[config.mk]
export PLATFORM = sky130hd
export DESIGN_NAME = button_conditioner
export DESIGN_NICKNAME = d
export VERILOG_FILES = /design/src/rtl/button_conditioner.sv
export SDC_FILE = /design/constraint.sdc
export NUM_CORES = 1
export LEC_CHECK = 0
export BUFFER_PORTS_ARGS = -buffer_cell sky130_fd_sc_hd__buf_2
export CORE_ASPECT_RATIO = 1.2
export CORE_MARGIN = 10
export CORE_UTILIZATION = 30
export CTS_BUF_LIST = sky130_fd_sc_hd__clkbuf_4 sky130_fd_sc_hd__clkbuf_8
export DETAILED_ROUTE_END_ITERATION = 10
export HOLD_SLACK_MARGIN = 0.1
export PLACE_DENSITY_LB_ADDON = 0.05
export SLEW_MARGIN = 20
export SYNTH_ARGS = -nofsm -noshare
export SYNTH_HDL_FRONTEND = slang
export SYNTH_SLANG_ARGS = --single-unit
[constraint.sdc]
create_clock -name clk -period 3.65 [get_ports clk]
set_clock_uncertainty 0.1 [all_clocks]
set_input_delay 0.1825 -clock clk [delete_from_list [all_inputs] [get_ports clk]]
set_output_delay 0.1825 -clock clk [all_outputs]
set_load 0.02 [all_outputs]
[src/rtl/button_conditioner.sv]
// Two-channel push-button front end: synchronises the active-low pins, debounces each
// channel with its own FSM and produces registered request levels, press/release pulses and a tie flag.
module button_conditioner #(
    parameter int CLOCK_FREQ     = 1000,
    parameter int DEBOUNCE_MS    = 20,
    parameter int DEBOUNCE_COUNT = CLOCK_FREQ * DEBOUNCE_MS / 1000,
    parameter int SYNC_STAGES    = 2
) (
    input  logic clk,
    input  logic reset,
    input  logic btn1_in_n,
    input  logic btn2_in_n,
    output logic req1_out,
    output logic req2_out,
    output logic press1_out,
    output logic press2_out,
    output logic release1_out,
    output logic release2_out,
    output logic tie_out
);

    localparam int CNT_W = $clog2(DEBOUNCE_COUNT + 1);
    localparam logic [CNT_W-1:0] CNT_LAST = CNT_W'(DEBOUNCE_COUNT - 1);
    localparam logic [CNT_W-1:0] CNT_ZERO = CNT_W'(0);
    localparam logic [CNT_W-1:0] CNT_ONE  = CNT_W'(1);

    typedef enum logic [1:0] {
        ST_IDLE         = 2'd0,
        ST_PRESS_WAIT   = 2'd1,
        ST_PRESSED      = 2'd2,
        ST_RELEASE_WAIT = 2'd3
    } state_t;

    logic [1:0]             pin_n_s;
    logic [SYNC_STAGES-1:0] sync_r [2];
    logic [1:0]             pressed_s;
    state_t                 state_r [2];
    state_t                 state_nxt_s [2];
    logic [CNT_W-1:0]       cnt_r [2];
    logic [CNT_W-1:0]       cnt_nxt_s [2];
    logic [1:0]             req_nxt_s;
    logic [1:0]             press_nxt_s;
    logic [1:0]             release_nxt_s;
    logic                   tie_nxt_s;
    logic [1:0]             req_r;
    logic [1:0]             press_r;
    logic [1:0]             release_r;
    logic                   tie_r;

    assign pin_n_s = {btn2_in_n, btn1_in_n};

    // Synchroniser chains; reset loads the released (high) level.
    always_ff @(posedge clk) begin
        for (int ch = 0; ch < 2; ch++) begin
            if (reset) begin
                sync_r[ch] <= {SYNC_STAGES{1'b1}};
            end else begin
                sync_r[ch] <= {sync_r[ch][SYNC_STAGES-2:0], pin_n_s[ch]};
            end
        end
    end

    // Active-high synchronised button level per channel.
    always_comb begin
        pressed_s = 2'b00;
        for (int ch = 0; ch < 2; ch++) begin
            pressed_s[ch] = ~sync_r[ch][SYNC_STAGES-1];
        end
    end

    // Debounce FSM state and counter registers.
    always_ff @(posedge clk) begin
        for (int ch = 0; ch < 2; ch++) begin
            if (reset) begin
                state_r[ch] <= ST_IDLE;
                cnt_r[ch]   <= CNT_ZERO;
            end else begin
                state_r[ch] <= state_nxt_s[ch];
                cnt_r[ch]   <= cnt_nxt_s[ch];
            end
        end
    end

    // Next-state logic; the counter tops out at DEBOUNCE_COUNT-1 and never wraps.
    always_comb begin
        for (int ch = 0; ch < 2; ch++) begin
            state_nxt_s[ch] = state_r[ch];
            cnt_nxt_s[ch]   = cnt_r[ch];
            case (state_r[ch])
                ST_IDLE: begin
                    if (pressed_s[ch]) begin
                        state_nxt_s[ch] = ST_PRESS_WAIT;
                        cnt_nxt_s[ch]   = CNT_ONE;
                    end else begin
                        cnt_nxt_s[ch]   = CNT_ZERO;
                    end
                end
                ST_PRESS_WAIT: begin
                    if (!pressed_s[ch]) begin
                        state_nxt_s[ch] = ST_IDLE;
                        cnt_nxt_s[ch]   = CNT_ZERO;
                    end else if (cnt_r[ch] == CNT_LAST) begin
                        state_nxt_s[ch] = ST_PRESSED;
                        cnt_nxt_s[ch]   = CNT_ZERO;
                    end else begin
                        cnt_nxt_s[ch]   = cnt_r[ch] + CNT_ONE;
                    end
                end
                ST_PRESSED: begin
                    if (!pressed_s[ch]) begin
                        state_nxt_s[ch] = ST_RELEASE_WAIT;
                        cnt_nxt_s[ch]   = CNT_ONE;
                    end else begin
                        cnt_nxt_s[ch]   = CNT_ZERO;
                    end
                end
                ST_RELEASE_WAIT: begin
                    if (pressed_s[ch]) begin
                        state_nxt_s[ch] = ST_PRESSED;
                        cnt_nxt_s[ch]   = CNT_ZERO;
                    end else if (cnt_r[ch] == CNT_LAST) begin
                        state_nxt_s[ch] = ST_IDLE;
                        cnt_nxt_s[ch]   = CNT_ZERO;
                    end else begin
                        cnt_nxt_s[ch]   = cnt_r[ch] + CNT_ONE;
                    end
                end
                default: begin
                    state_nxt_s[ch] = ST_IDLE;
                    cnt_nxt_s[ch]   = CNT_ZERO;
                end
            endcase
        end
    end

    // Output terms derived from the transition about to be taken.
    always_comb begin
        req_nxt_s     = 2'b00;
        press_nxt_s   = 2'b00;
        release_nxt_s = 2'b00;
        for (int ch = 0; ch < 2; ch++) begin
            case (state_nxt_s[ch])
                ST_PRESSED, ST_RELEASE_WAIT: req_nxt_s[ch] = 1'b1;
                default:                     req_nxt_s[ch] = 1'b0;
            endcase
            press_nxt_s[ch]   = (state_r[ch] == ST_PRESS_WAIT) && (state_nxt_s[ch] == ST_PRESSED);
            release_nxt_s[ch] = (state_r[ch] == ST_RELEASE_WAIT) && (state_nxt_s[ch] == ST_IDLE);
        end
        tie_nxt_s = press_nxt_s[0] & press_nxt_s[1];
    end

    // Registered outputs so nothing downstream sees a combinational path from the pins.
    always_ff @(posedge clk) begin
        if (reset) begin
            req_r     <= 2'b00;
            press_r   <= 2'b00;
            release_r <= 2'b00;
            tie_r     <= 1'b0;
        end else begin
            req_r     <= req_nxt_s;
            press_r   <= press_nxt_s;
            release_r <= release_nxt_s;
            tie_r     <= tie_nxt_s;
        end
    end

    assign req1_out     = req_r[0];
    assign req2_out     = req_r[1];
    assign press1_out   = press_r[0];
    assign press2_out   = press_r[1];
    assign release1_out = release_r[0];
    assign release2_out = release_r[1];
    assign tie_out      = tie_r;

endmodule

Word-level counts from Yosys, hierarchy flattened. Memories as Yosys holds them, arrays and structs flattened. Cells that the tools add are included.

Register bits: 7. Bits in writable memories: 18. Output and inout bits: 7. Memories: 3.

Add/subtract/negate cells: 2. Equality and inequality tests: 12. Muxes and demuxes: 37. Bitwise operators: 7. Reductions and logical operators: 10.

Memory list: cnt_r (words 2, width 5, rd ports 2, clocked after Yosys merged registers in 0, write ports 2, RTL line 39) `logic [CNT_W-1:0] cnt_r [2];`; state_r (words 2, width 2, rd ports 2, clocked after Yosys merged registers in 0, write ports 2, RTL line 37) `state_t state_r [2];`; sync_r (words 2, width 2, rd ports 2, clocked after Yosys merged registers in 0, write ports 2, RTL line 35) `logic [SYNC_STAGES-1:0] sync_r [2];`.

Operators by type and width (count): $mux 5 (8); $pmux 5 s4 (2); $mux 2 (16); $eq 2x2->1 const B (8); $pmux 2 s4 (2); $add 5x1->5 const B (2); $eq 5x5->1 const B (2); $mux 1 (9); $logic_not 2->1 (4); $or 1x1->1 (6); $eq 2x1->1 const B (2); $logic_and 1x1->1 (4); $reduce_or 2->1 (2); $and 1x1->1 (1).

Depth between registers and ports, before layout. An unclocked memory read counts as a cell.

Word-level depth: 8. Depth in mapped cells: 4. Depth with buffers taken out: 4.

Least setup slack after synthesis. No wires, ideal clock.

Kind: register -> register. From: memory cnt_r[1][0] (netlist name). To: register req_r[1]. Setup time: 0.121 ns. Data arrival time: 1.173 ns. Data required time: 3.429 ns. Path slack: 2.256 ns. Cell stages (with the launch flop): 5. Cells stage by stage: dfxtp_1 ha_1 and4bb_2 nand2_4 mux2_4.

RTL lines: start: declaration (RTL line 39); end signal: assignment (RTL line 160) `req_r <= req_nxt_s;`; end: declaration (RTL line 45) `logic [1:0] req_r;`.

==> metrics.md <==
| Metric | Value |
|---|---|
| Row Count | `21` |
| Die footprint | `5520 sq um` |
| CP endpoint kind | `register` |
| Crit path max fanout | `5` |
| RSZ-0062 raised after global routing | `no` |
| Primary FF master, synth | `dfxtp_1` |
| Post-route ant nets | `0` |
| CTS tree | `built` |
| Placed cell areas | `971 sq um` |
| Die width | `around 70 um` |
| Crit-path slowest cell | `dfxtp_1` |
| GRT Overall Usage | `0.0596` |
| Worst-path clk slew | `0.12 ns` |
| Diode count | `0` |
| Wire per inst | `11.4 um` |
| Seq cells post-synth | `23` |
| DRT iter0 DRCs | `17` |
| Worst r2r path cells | `4` |
| Max-Cap Viols | `0` |
| Flop pwr share | `0.660` |
| Final Setup Violations | `0` |
| Gp weighted congestion | `roughly 0.69` |
| Hold path depth | `2` |
| Number of synthesized flops with an enable pin | `0` |
| CP Class | `reg -> reg` |
| Synthesized instance count | `85` |
| # fillers | `288` |
| Syn nets | `91` |
| First-pass GRT wire length | `between 2000 and 3000 um` |
| Pwr Density | `between 300 and 400 nW/um^2` |
| Vias in the first global route | `635` |
| Synth Area per Inst | `a little over 10 sq um` |
| Setup_tns | `0 ns` |
| Skew-Pair Late Insertion Delay | `0.30 ns` |
| Max Root-Sink Buffers | `2` |
| Height of the die | `just under 80 um` |
| Cell internal pwr | `slightly above 0.3 mW` |
| Cts bufs inserted | `3` |
| Startpoint Class | `register` |
| Least-Margin Pin Slew | `approximately 0.24 ns` |
| Final hold violation count | `0` |
| LEAKAGE | `0.427 nW` |
| Post-cts gate resize count | `0` |
| Initial antenna violation count | `0` |
| Share of cells above drive strength 1 | `0.240` |
| Starting density of the core | `0.314` |
| CTS H-tree depth | `1` |
| Drt first pass iters | `5` |
| Core region area | `around 2800 sq um` |
| Comb power frac | `0.026` |
| Detailed Route WL | `1530 um` |
| Final worst-path cycle share | `0.412` |
| Largest net degree at the start of global routing | `17` |
| P_sw | `0.0786 mW` |
| Hold/Removal Path Class | `in -> reg` |
| WHS | `roughly 0.13 ns` |
| Status | `finished clean` |
| DRC | `0` |
| Detailed Place HPWL | `1140 um` |
| # port buffers | `10` |
| Share of total power in the clock network | `0.314` |
| Mean number of vias per cell | `4.55` |
| P&R area growth vs syn | `15.7%` |
| I/O pin count | `11` |
| FMAX | `about 660 MHz` |
| Post-route cell area | `roughly 1000 sq um` |
| Cell Area, Synth | `about 880 sq um` |
| Slowest Stage Delay on Critical Path | `roughly 0.37 ns` |
| Unique masters post-synth | `34` |
| Switching Share | `0.202` |
| Final nets | `107` |
| FF+latch area | `roughly 460 sq um` |
| YS warnings | `0` |
| Ys async rst share | `0` |
| Worst vdd ir | `about 0.17 mV` |
| Area of the multi-input gates | `around 410 sq um` |
| Total clock sinks | `23` |
| Worst Path Arrival | `around 1.6 ns` |
| Root Driver | `clkbuf_4` |
| DR vias | `610` |
| Critical path, cell by cell | `ha_1, and4bb_2, nand2_4, mux2_4` |
| Normalized max-slew margin | `0.839` |
| Worst EP required | `3.75 ns` |
| Period minus WS final | `approximately 1.5 ns` |
| Register area share after synthesis | `0.522` |
| Slew Limit Fails | `0` |
| Global route total overflow | `0` |
==> cells by family (layout without fill, tap and decap cells) <==
group,Yosys count,after routing,share of synthesized area
AND/OR/NAND/NOR,41,41,0.302
flip-flops,23,23,0.522
AO/OA/AOI/OAI,9,9,0.0610
XOR/XNOR,4,4,0.0397
buffers and inverters,4,19,0.0170
adder cells (fa/ha/maj),2,2,0.0284
multiplexers,2,2,0.0298
==> layout by cell type (no fill, tap or decap), drive strengths merged, types with 3 or more instances in the layout <==
cell	count
xor2	3
and3	3
o21ai	3
buf	10
clkbuf	4
nor2b	4
nor3	3
nor2	6
inv	3
nand2	3
and2	3
or2	5
dfxtp	23
==> Yosys cell counts (2+ instances only) <==
cell,n,area share
inv_1,3,0.013
nor3_1,2,0.011
nand3_1,2,0.011
nor2_1,6,0.026
o21ai_0,3,0.017
ha_1,2,0.028
and2_1,3,0.021
nor2b_1,4,0.028
and3_1,3,0.021
nand2b_1,2,0.014
or2_2,4,0.028
a31oi_1,2,0.014
xor2_1,3,0.030
a21oi_1,2,0.011
nand2_1,2,0.0085
nand3b_1,2,0.017
dfxtp_1,23,0.52
==> power by group through the flow <==
stage	clock network, mW	logic, mW	registers [mW]
after detailed placement	0	0.00889	0.262
after floorplan	0	0.00570	0.261
after CTS	0.130	0.0106	0.256
after global routing	0.143	0.0118	0.257
final	0.122	0.0103	0.256
after global placement	0	0.00883	0.262
==> state kept, by name, indices dropped and copies added, names as in the netlist <==
signal and flops:
req_r 2, sync_r 4, release_r 2, cnt_r 10, press_r 2, tie_out 1, state_r 2
==> per-layer routing <==
metal	wire (um)	global-route usage	part of all wire
met3	76	0.0211	0.050
met5	0	0	0
met1	791	0.0710	0.52
met2	646	0.0897	0.42
met4	17	0.0363	0.011
==> timing repair <==
action                                 4_1_cts  5_1_grt
setup buffers                                0        0
hold buffers                                 2        0
endpoints found under the hold margin        2        0
==> area by class of cell <==
type                       instances  share of cell area
timing repair buffer              12              0.0686
tap                               34              0.0417
clock buffer                       4              0.0294
sequential                        23               0.451
multi-input combinational         58               0.398
inverter                           3              0.0110
==> worst paths after layout <==
check	to	start	slack, ns
min	release_r[0]	reset	0.13
max	req_r[1]	cnt_r[1][0]	2.15
min reg2reg	sync_r[1][1]	sync_r[1][0]	0.33
max reg2reg	req_r[1]	cnt_r[1][0]	2.15
==> critical path, delay by kind of cell (launching register included) <==
family / cells / cell delay, ns
flip-flops: 1 / 0.37
AND/OR/NAND/NOR: 2 / 0.41
adder cells (fa/ha/maj): 1 / 0.24
multiplexers: 1 / 0.30
==> stage by stage <==
step / cells / util / setup WS, ns / total power, mW
detailed placement: 128 / 0.345 / 2.15 / 0.271
global route: 134 / 0.363 / 2.00 / 0.411
CTS: 134 / 0.363 / 2.13 / 0.397
global placement: 128 / 0.345 / 2.15 / 0.271
floorplan: 85 / - / 2.26 / 0.267
finish: 134 / 0.363 / 2.15 / 0.388
(Power assumes the default switching activity.)
